<file path="src/rtl/id_ex_stage_reg_pkg.sv">
// Shared ID/EX pipeline definitions: widths, ALU opcodes, control-bit positions,
// the packed bundle carried from ID to EX, and the stage occupancy encoding.
package id_ex_stage_reg_pkg;

  localparam int DATA_W     = 32;
  localparam int REG_ADDR_W = 5;
  localparam int ALUOP_W    = 4;
  localparam int CTRL_W     = 4;

  localparam logic [ALUOP_W-1:0] ALUOP_ADD = 4'd0;
  localparam logic [ALUOP_W-1:0] ALUOP_SUB = 4'd1;
  localparam logic [ALUOP_W-1:0] ALUOP_AND = 4'd2;
  localparam logic [ALUOP_W-1:0] ALUOP_OR  = 4'd3;
  localparam logic [ALUOP_W-1:0] ALUOP_XOR = 4'd4;
  localparam logic [ALUOP_W-1:0] ALUOP_SLL = 4'd5;
  localparam logic [ALUOP_W-1:0] ALUOP_SRL = 4'd6;
  localparam logic [ALUOP_W-1:0] ALUOP_SRA = 4'd7;
  localparam logic [ALUOP_W-1:0] ALUOP_SLT = 4'd8;

  localparam int CTRL_REGWRITE = 3;
  localparam int CTRL_MEMREAD  = 2;
  localparam int CTRL_MEMWRITE = 1;
  localparam int CTRL_MEMTOREG = 0;

  typedef struct packed {
    logic [DATA_W-1:0]     read_data1;
    logic [DATA_W-1:0]     read_data2;
    logic [DATA_W-1:0]     immData;
    logic                  ALUSrc;
    logic [ALUOP_W-1:0]    ALUOp;
    logic [REG_ADDR_W-1:0] rd;
    logic [CTRL_W-1:0]     ctrl;
  } idex_bundle_t;

  // Encoding is {main_valid, skid_valid}.
  typedef enum logic [1:0] {
    ST_EMPTY = 2'b00,
    ST_FULL1 = 2'b10,
    ST_FULL2 = 2'b11
  } stage_state_e;

endpackage

</file>
<file path="src/rtl/id_ex_stage_reg_if.sv">
// ID/EX bundle interface. Handshake: a transfer happens on a rising edge where
// valid & ready are both high; valid never depends on ready, and the stage's
// id_ready is purely registered.
interface id_ex_stage_reg_if;
  import id_ex_stage_reg_pkg::*;

  logic                  id_valid;
  logic                  id_ready;
  logic [DATA_W-1:0]     id_read_data1;
  logic [DATA_W-1:0]     id_read_data2;
  logic [DATA_W-1:0]     id_immData;
  logic                  id_ALUSrc;
  logic [ALUOP_W-1:0]    id_ALUOp;
  logic [REG_ADDR_W-1:0] id_rd;
  logic [CTRL_W-1:0]     id_ctrl;
  logic                  flush;
  logic                  ex_valid;
  logic                  ex_ready;
  logic [DATA_W-1:0]     ex_read_data1;
  logic [DATA_W-1:0]     ex_read_data2;
  logic [DATA_W-1:0]     ex_immData;
  logic                  ex_ALUSrc;
  logic [ALUOP_W-1:0]    ex_ALUOp;
  logic [REG_ADDR_W-1:0] ex_rd;
  logic [CTRL_W-1:0]     ex_ctrl;

  modport master (
    output id_valid, id_read_data1, id_read_data2, id_immData, id_ALUSrc,
           id_ALUOp, id_rd, id_ctrl, flush, ex_ready,
    input  id_ready, ex_valid, ex_read_data1, ex_read_data2, ex_immData,
           ex_ALUSrc, ex_ALUOp, ex_rd, ex_ctrl
  );

  modport slave (
    input  id_valid, id_read_data1, id_read_data2, id_immData, id_ALUSrc,
           id_ALUOp, id_rd, id_ctrl, flush, ex_ready,
    output id_ready, ex_valid, ex_read_data1, ex_read_data2, ex_immData,
           ex_ALUSrc, ex_ALUOp, ex_rd, ex_ctrl
  );

endinterface

</file>
<file path="src/rtl/id_ex_stage_reg_bundle_reg.sv">
// Load-enable storage for one ID/EX bundle; cleared by synchronous reset.
module id_ex_bundle_reg
  import id_ex_stage_reg_pkg::*;
(
  input  logic         clk,
  input  logic         reset,
  input  logic         load,
  input  idex_bundle_t d,
  output idex_bundle_t q
);

  always_ff @(posedge clk) begin
    if (reset) begin
      q <= '0;
    end else if (load) begin
      q <= d;
    end
  end

endmodule

</file>
<file path="src/rtl/id_ex_stage_reg.sv">
// ID/EX stage register as a 2-entry skid buffer: main drives EX, skid catches the
// bundle accepted while EX stalls, so id_ready never depends on ex_ready.
module id_ex_stage_reg
  import id_ex_stage_reg_pkg::*;
(
  input  logic             clk,
  input  logic             reset,
  id_ex_stage_reg_if.slave bus,
  output stage_state_e     dbg_state
);

  stage_state_e state_q;
  stage_state_e state_d;
  idex_bundle_t id_bundle;
  idex_bundle_t main_d;
  idex_bundle_t main_q;
  idex_bundle_t skid_q;
  logic         main_load;
  logic         main_from_skid;
  logic         skid_load;
  logic         id_ready;
  logic         main_valid;
  logic         accept;
  logic         consume;

  assign id_bundle = '{read_data1: bus.id_read_data1,
                       read_data2: bus.id_read_data2,
                       immData:    bus.id_immData,
                       ALUSrc:     bus.id_ALUSrc,
                       ALUOp:      bus.id_ALUOp,
                       rd:         bus.id_rd,
                       ctrl:       bus.id_ctrl};

  assign main_valid = (state_q != ST_EMPTY);
  assign id_ready   = (state_q != ST_FULL2);
  assign accept     = bus.id_valid & id_ready;
  assign consume    = main_valid & bus.ex_ready;

  always_ff @(posedge clk) begin
    if (reset) begin
      state_q <= ST_EMPTY;
    end else begin
      state_q <= state_d;
    end
  end

  always_comb begin
    state_d        = state_q;
    main_load      = 1'b0;
    main_from_skid = 1'b0;
    skid_load      = 1'b0;
    case (state_q)
      ST_EMPTY: begin
        if (accept) begin
          main_load = 1'b1;
          state_d   = ST_FULL1;
        end
      end
      ST_FULL1: begin
        if (consume && accept) begin
          main_load = 1'b1;
        end else if (consume) begin
          state_d = ST_EMPTY;
        end else if (accept) begin
          skid_load = 1'b1;
          state_d   = ST_FULL2;
        end
      end
      ST_FULL2: begin
        if (consume) begin
          main_load      = 1'b1;
          main_from_skid = 1'b1;
          state_d        = ST_FULL1;
        end
      end
      default: state_d = ST_EMPTY;
    endcase
    // Flush only drops occupancy; payload written this cycle is dead once invalid.
    if (bus.flush) begin
      state_d = ST_EMPTY;
    end
  end

  assign main_d = main_from_skid ? skid_q : id_bundle;

  id_ex_bundle_reg u_main (
    .clk   (clk),
    .reset (reset),
    .load  (main_load),
    .d     (main_d),
    .q     (main_q)
  );

  id_ex_bundle_reg u_skid (
    .clk   (clk),
    .reset (reset),
    .load  (skid_load),
    .d     (id_bundle),
    .q     (skid_q)
  );

  assign bus.id_ready      = id_ready;
  assign bus.ex_valid      = main_valid;
  assign bus.ex_read_data1 = main_q.read_data1;
  assign bus.ex_read_data2 = main_q.read_data2;
  assign bus.ex_immData    = main_q.immData;
  assign bus.ex_ALUSrc     = main_q.ALUSrc;
  assign bus.ex_ALUOp      = main_q.ALUOp;
  assign bus.ex_rd         = main_q.rd;
  assign bus.ex_ctrl       = main_q.ctrl;
  assign dbg_state         = state_q;

endmodule

</file>
<file path="src/flat_wrapper.sv">
// flat-port wrapper written by rule: the top's interface ports become plain ports
module id_ex_stage_reg_flat import id_ex_stage_reg_pkg::*;
  (clk, reset, dbg_state, bus_id_valid, bus_id_read_data1, bus_id_read_data2, bus_id_immData, bus_id_ALUSrc, bus_id_ALUOp, bus_id_rd, bus_id_ctrl, bus_flush, bus_ex_ready, bus_id_ready, bus_ex_valid, bus_ex_read_data1, bus_ex_read_data2, bus_ex_immData, bus_ex_ALUSrc, bus_ex_ALUOp, bus_ex_rd, bus_ex_ctrl);
  id_ex_stage_reg_if bus_i ();
  input  logic clk;
  input  logic reset;
  output stage_state_e dbg_state;
  input wire logic [$bits(bus_i.id_valid)-1:0] bus_id_valid;
  input wire logic [$bits(bus_i.id_read_data1)-1:0] bus_id_read_data1;
  input wire logic [$bits(bus_i.id_read_data2)-1:0] bus_id_read_data2;
  input wire logic [$bits(bus_i.id_immData)-1:0] bus_id_immData;
  input wire logic [$bits(bus_i.id_ALUSrc)-1:0] bus_id_ALUSrc;
  input wire logic [$bits(bus_i.id_ALUOp)-1:0] bus_id_ALUOp;
  input wire logic [$bits(bus_i.id_rd)-1:0] bus_id_rd;
  input wire logic [$bits(bus_i.id_ctrl)-1:0] bus_id_ctrl;
  input wire logic [$bits(bus_i.flush)-1:0] bus_flush;
  input wire logic [$bits(bus_i.ex_ready)-1:0] bus_ex_ready;
  output wire logic [$bits(bus_i.id_ready)-1:0] bus_id_ready;
  output wire logic [$bits(bus_i.ex_valid)-1:0] bus_ex_valid;
  output wire logic [$bits(bus_i.ex_read_data1)-1:0] bus_ex_read_data1;
  output wire logic [$bits(bus_i.ex_read_data2)-1:0] bus_ex_read_data2;
  output wire logic [$bits(bus_i.ex_immData)-1:0] bus_ex_immData;
  output wire logic [$bits(bus_i.ex_ALUSrc)-1:0] bus_ex_ALUSrc;
  output wire logic [$bits(bus_i.ex_ALUOp)-1:0] bus_ex_ALUOp;
  output wire logic [$bits(bus_i.ex_rd)-1:0] bus_ex_rd;
  output wire logic [$bits(bus_i.ex_ctrl)-1:0] bus_ex_ctrl;
  assign bus_i.id_valid = bus_id_valid;
  assign bus_i.id_read_data1 = bus_id_read_data1;
  assign bus_i.id_read_data2 = bus_id_read_data2;
  assign bus_i.id_immData = bus_id_immData;
  assign bus_i.id_ALUSrc = bus_id_ALUSrc;
  assign bus_i.id_ALUOp = bus_id_ALUOp;
  assign bus_i.id_rd = bus_id_rd;
  assign bus_i.id_ctrl = bus_id_ctrl;
  assign bus_i.flush = bus_flush;
  assign bus_i.ex_ready = bus_ex_ready;
  assign bus_id_ready = bus_i.id_ready;
  assign bus_ex_valid = bus_i.ex_valid;
  assign bus_ex_read_data1 = bus_i.ex_read_data1;
  assign bus_ex_read_data2 = bus_i.ex_read_data2;
  assign bus_ex_immData = bus_i.ex_immData;
  assign bus_ex_ALUSrc = bus_i.ex_ALUSrc;
  assign bus_ex_ALUOp = bus_i.ex_ALUOp;
  assign bus_ex_rd = bus_i.ex_rd;
  assign bus_ex_ctrl = bus_i.ex_ctrl;
  id_ex_stage_reg u_core (.clk(clk), .reset(reset), .bus(bus_i), .dbg_state(dbg_state));
endmodule
</file>
<file path="config.mk">
export PLATFORM = sky130hd
export DESIGN_NAME = id_ex_stage_reg_flat
export DESIGN_NICKNAME = d
export VERILOG_FILES = /design/src/rtl/id_ex_stage_reg_pkg.sv /design/src/rtl/id_ex_stage_reg_if.sv /design/src/rtl/id_ex_stage_reg_bundle_reg.sv /design/src/rtl/id_ex_stage_reg.sv /design/src/flat_wrapper.sv
export SDC_FILE = /design/constraint.sdc
export NUM_CORES = 1
export LEC_CHECK = 0
export CAP_MARGIN = 20
export CORE_MARGIN = 2
export CORE_UTILIZATION = 40
export CTS_CLUSTER_SIZE = 24
export DETAILED_ROUTE_END_ITERATION = 12
export PLACE_DENSITY = 0.68
export SLEW_MARGIN = 20
export SYNTH_ARGS = -nofsm -noshare
export SYNTH_HDL_FRONTEND = slang
export SYNTH_SLANG_ARGS = --single-unit
</file>
<file path="constraint.sdc">
create_clock -name clk -period 4.8 [get_ports clk]
set_clock_uncertainty 0.1 [all_clocks]
set_input_delay 0.96 -clock clk [delete_from_list [all_inputs] [get_ports clk]]
set_output_delay 0.96 -clock clk [all_outputs]
set_load 0.01 [all_outputs]
</file>
### Word-level counts from Yosys, hierarchy flattened

Cells that the tools add are included.
W data, S select, Z words.

* input bits: 115
* logic and storage cells: 44
* output and inout bits: 114
* flip-flop bits (word level): 222

* reduce and logical (&&, ||, !) cells: 5
* muxes and demuxes: 15
* bitwise logic cells: 2
* equality and inequality tests: 7

Operators with widths (number)
* $mux W110: 1
* $mux W2: 5
* $mux W1: 7
* $pmux W2 S3: 1
* $eq A2 B2 Y1 const B: 2
* $ne A2 B1 Y1 const B: 2
* $ne A2 B2 Y1 const B: 2
* $reduce_and A4 Y1: 1
* $ne A3 B1 Y1 const B: 1
* $pmux W1 S3: 1
* $and A1 B1 Y1: 2
* $logic_not A2 Y1: 1
* $reduce_bool A2 Y1: 1
* $reduce_or A2 Y1: 1
* $logic_and A1 B1 Y1: 1

### Longest topological paths before layout

* depth after elaboration: 6
* mapped depth: 8
* gate-level depth less buffers: 6

### Modules after synthesis

From an unflattened synthesis, not the netlist that was laid out.

* cells, all modules: 859
* area, all modules: 9944.5 µm²

By module, submodules not included
* id_ex_bundle_reg: cells an instance 354, sequential area each 2202.1 µm², area an instance 3996.3 µm², instances 2
* id_ex_stage_reg: cells an instance 151, sequential area each 40.0 µm², area an instance 1951.9 µm², instances 1

### Worst setup path before layout

OpenSTA, ideal clock, no wires.

* path type: in2reg
* start: in reset
* end: reg u_core.u_skid.q[0] (netlist name)
* cell stages on the path: 5
* setup time: 132 ps
* path buffers: 4
* slack: 2711 ps
* arrival time: 1857 ps
* data required time: 4568 ps
* cells stage by stage: buf_2 buf_2 clkbuf_1 clkbuf_1 a21oi_1

RTL lines
* start, declared: RTL line flat_wrapper.sv:6 `input logic reset;`
* end signal, assigned: RTL line id_ex_stage_reg_bundle_reg.sv:14 `q <= '0;`
* end signal, assigned: RTL line id_ex_stage_reg_bundle_reg.sv:16 `q <= d;`
* end, declared: RTL line id_ex_stage_reg_bundle_reg.sv:9 `output idex_bundle_t q`

No word-level cell between the ends.

### Final worst setup path

* start: reg u_core.state_q[0] (netlist: u_core.dbg_state[0])
* end: out bus_ex_valid

* word-level cells in the longest chain between the ends: 1

Ends and longest elaborated chain
* start, declared: RTL line id_ex_stage_reg.sv:12 `stage_state_e state_q;`
* start signal, assigned: RTL line id_ex_stage_reg.sv:43 `state_q <= state_d;`
* $reduce_bool A2 Y1: RTL line id_ex_stage_reg.sv:34 `assign main_valid = (state_q != ST_EMPTY);`
* end, declared: RTL line flat_wrapper.sv:19 `output wire logic [$bits(bus_i.ex_valid)-1:0] bus_ex_valid;`

No other way between the ends.

==> summary.txt <==
Setup path
  – Series of cell instances along the critical path: inv_1 > ha_1 > inv_1 > clkdlybuf4s50_1
  – First element of the critical path: u_core.dbg_state[0]
  – Worst R2R End: u_core.u_main.q[71]
  – Worst path arrival time: 2050 ps
  – Biggest cell delay along the critical path: around 590 ps
  – Critical Path Most Common Cell: inv_1
  – Reg2reg setup slack: around 2200 ps
  – Launching point of the worst reg2reg path: u_core.dbg_state[0]
  – Type of destination of the critical path: output pin
  – Critical path type: flip-flop to output pin
  – Crit path required time: about 3700 ps
  – Crit path max-delay cell type: clkdlybuf4s50_1
  – Critical Path Start Type: flip-flop
  – Largest fanout of any net on the critical path: 5
  – FF-to-FF path depth: 7

Detailed routing
  – Via total after detailed routing: around 8600
  – Number of design rule violations left after detail routing: 0
  – Drt initial violations: 679
  – Total wire length: 26.0 mm
  – Post-route ant nets: 0
  – Routed wire per std cell: 16.0 um
  – Routed via count divided by cell count: about 5.3
  – DRT Pass-1 Iters: 5

STA
  – Number of slew-limit violations in the final report: 0
  – Setup_tns: 0 ps
  – Unrepaired setup endpoints after global routing: false
  – Post-layout min period: 3110 ps
  – Slew headroom: a little under a third
  – Actual slew at the worst max-slew pin: ~1000 ps
  – Highest clock frequency the design can meet: approximately 320 MHz
  – Hold Vio Cnt, Final: 0
  – Final setup fails: 0
  – Min setup slack post-route: between 1500 and 2000 ps
  – Ratio of final minimum period to clock period: about two thirds

Place
  – Placement-stage cell area: 12200 um2
  – Half-perimeter wire length of the detailed placement result: 15.1 mm
  – Gp weighted congestion: about 0.74
  – I/O Buffers: 228
  – Setup Slack @ Placement: ~1500 ps

CTS
  – Insertion delay to the later sink of the worst-skew pair: ~500 ps
  – Number of clock buffers inserted by TritonCTS: 25
  – Number of gates resized after cts: 0
  – Number of sinks handled by clock tree synthesis: 222
  – Clock Path Buffers: 3
  – CTS H-tree lvls: 1
  – Total of hold buffers inserted after clock tree synthesis: 0
  – Setup bufs post-CTS: 0
  – Reg clk slew, reported paths: about 60 ps
  – TritonCTS clock tree: done
  – Root buffer selected by CTS: clkbuf_16

Outcome
  – Status: finished, final reports clean

Die
  – Die outline area: roughly 26000 um2
  – Initial Util: between 40% and 50%
  – Top-level port count: approximately 230
  – Vert. Die Dim: ~160 um
  – Core area: around 24000 um2
  – Width of the die: around 160 um
  – Num rows: between 50 and 60

Synth
  – Post-synthesis instance area: roughly 10000 um2
  – Net count after synthesis: between 1000 and 1500
  – YS warnings: 0
  – Mapped Avg Cell Area: approximately 8.7 um2
  – Fraction of the yosys area taken by sequential cells: between 40 and 50%
  – Cells taking the most area after synthesis: dfxtp_1, mux2i_1, o41ai_1, nand2_1, nor2b_1
  – Instance count of the mapped netlist: 1144
  – Distinct cells, synth: 29
  – Total of flip-flops plus latches after synthesis: roughly 220
  – Top cell type's share of synthesized area: 44.6%
  – Cell type with the highest aggregate area in the netlist: dfxtp_1

Worst hold path
  – Number of stages on the worst hold path: 2
  – Worst Hold Path EP: u_core.u_skid.q[51]
  – Worst min-delay path class: flip-flop to flip-flop
  – Worst min-delay path startpoint: u_core.u_skid.q[51]

Global route
  – Pin count of the biggest net entering global routing: 221
  – First-pass GRT wire length: between 40 and 50 mm
  – Antenna violations before repair: 1
  – Number of global-route vias before repair: ~8000
  – Congestion Overflow GR: 0
  – All-Layer GR Usage: 19.1%

Power and ir drop
  – Power density over the cells: ~340 nW/um2
  – Total Power Consumption: around 4.4 mW
  – IR drop worst, VDD: between 0.15 and 0.2 mV
  – Leakage: a little over 5 nW

Layout
  – Area Overhead vs Synth: 30.7%
  – Post-route design area: 13000 um2
  – Fraction of layout cells with a size suffix above 1: 4.06%
  – Total number of nets in the final design: 1410

Job
  – Number of max-cap violations: 0
registers in the layout, indices dropped and copies added (netlist names):
signal / count
u_core.u_main.q: 110
u_core.u_skid.q: 110
u_core.dbg_state: 2
final cells by class:
type                    instances  area, um2
flip-flops and latches        222       4440
well taps                     324        405
clock inverters                 3       40.0
multi-input cells             796       4940
clock buffers                  40        742
fillers                      2257      11400
diodes                          1       2.50
repair buffers                240       2430
inverters                       5       18.8
cell usage after synthesis (all sizes together):
| cell type | count |
|---|---|
| nor3 | 1 |
| nand2 | 222 |
| nand2b | 3 |
| clkbuf | 69 |
| ha | 5 |
| buf | 52 |
| a21oi | 111 |
| o311a | 1 |
| o41ai | 110 |
| nand3 | 1 |
| or3 | 1 |
| dfxtp | 222 |
| nor2b | 112 |
| nand3b | 1 |
| o21ai | 111 |
| or4b | 1 |
| a2bb2oi | 1 |
| nor2 | 1 |
| a21o | 1 |
| a22oi | 1 |
| inv | 5 |
| mux2i | 112 |
per-stage QoR:
| step | cells | util [%] | hold slack (ps) |
|---|---|---|---|
| after floorplan | 1144 | - | 336 |
| after global placement | 1586 | 50.1 | 340 |
| after detailed placement | 1586 | 50.1 | 346 |
| after CTS | 1629 | 53.3 | 354 |
| after global routing | 1631 | 53.4 | 369 |
| final | 1631 | 53.4 | 352 |
where the power goes:
| part | internal [mW] | switching, mW |
|---|---|---|
| Clock | 1.10 | 0.723 |
| Combinational | 0.314 | 0.299 |
| Sequential | 1.94 | 0.0521 |
| Total | 3.36 | 1.07 |
metal layers:
layer  up-vias  global-route usage (%)  wire length (um)  share of wire [%]
met5         -                       0                 0                  0
met4         0                    4.67               484                1.9
met3        30                    4.67              1790                6.9
met2       234                    29.9             11500                 44
met1      3970                    26.7             12300                 47
li1       4330                       -                 -                  -
cell families after synthesis:
logic type	after synthesis	synth area share, %
DFF	222	44.6
muxes	112	11.2
adders and majority gates	5	0.628
AOI/OAI and AO/OA	336	21.2
buffers and inverters	126	6.29
and+or+nand+nor	343	16.0
worst max-delay path by stage:
stage / cells after the start / endpoint / slack (ps)
final: 4 / bus_ex_valid / 1690
after global placement: 6 / u_core.u_skid.q[74] / 1580
after global routing: 4 / bus_ex_valid / 1600
after detailed placement: 6 / u_core.u_skid.q[32] / 1530
after floorplan: 5 / u_core.u_skid.q[0] / 2710
after CTS: 4 / bus_ex_valid / 1680
worst max-delay path: cells and delay by family, from the launching register on:
kind / cells / cell delay [ps]
buf+inv: 3 / 850
flops: 1 / 460
fa+ha+maj: 1 / 240
cell usage in the layout (no fill, tap or decap), drive strengths merged:
cell / Yosys / routed
a22oi: 1 / 1
buf: 52 / 13
or4b: 1 / 1
nand3: 1 / 1
clkdlybuf4s50: 0 / 227
a21oi: 111 / 111
nor2b: 112 / 112
o311a: 1 / 1
nor3: 1 / 1
bufinv: 0 / 1
clkinv: 0 / 2
clkbuf: 69 / 40
o21ai: 111 / 111
nand2b: 3 / 3
ha: 5 / 5
nand3b: 1 / 1
nor2: 1 / 1
mux2i: 112 / 112
or3: 1 / 1
nand2: 222 / 222
diode: 0 / 1
o41ai: 110 / 110
a2bb2oi: 1 / 1
a21o: 1 / 1
inv: 5 / 5
dfxtp: 222 / 222
Power figures use the tool's default switching activity.
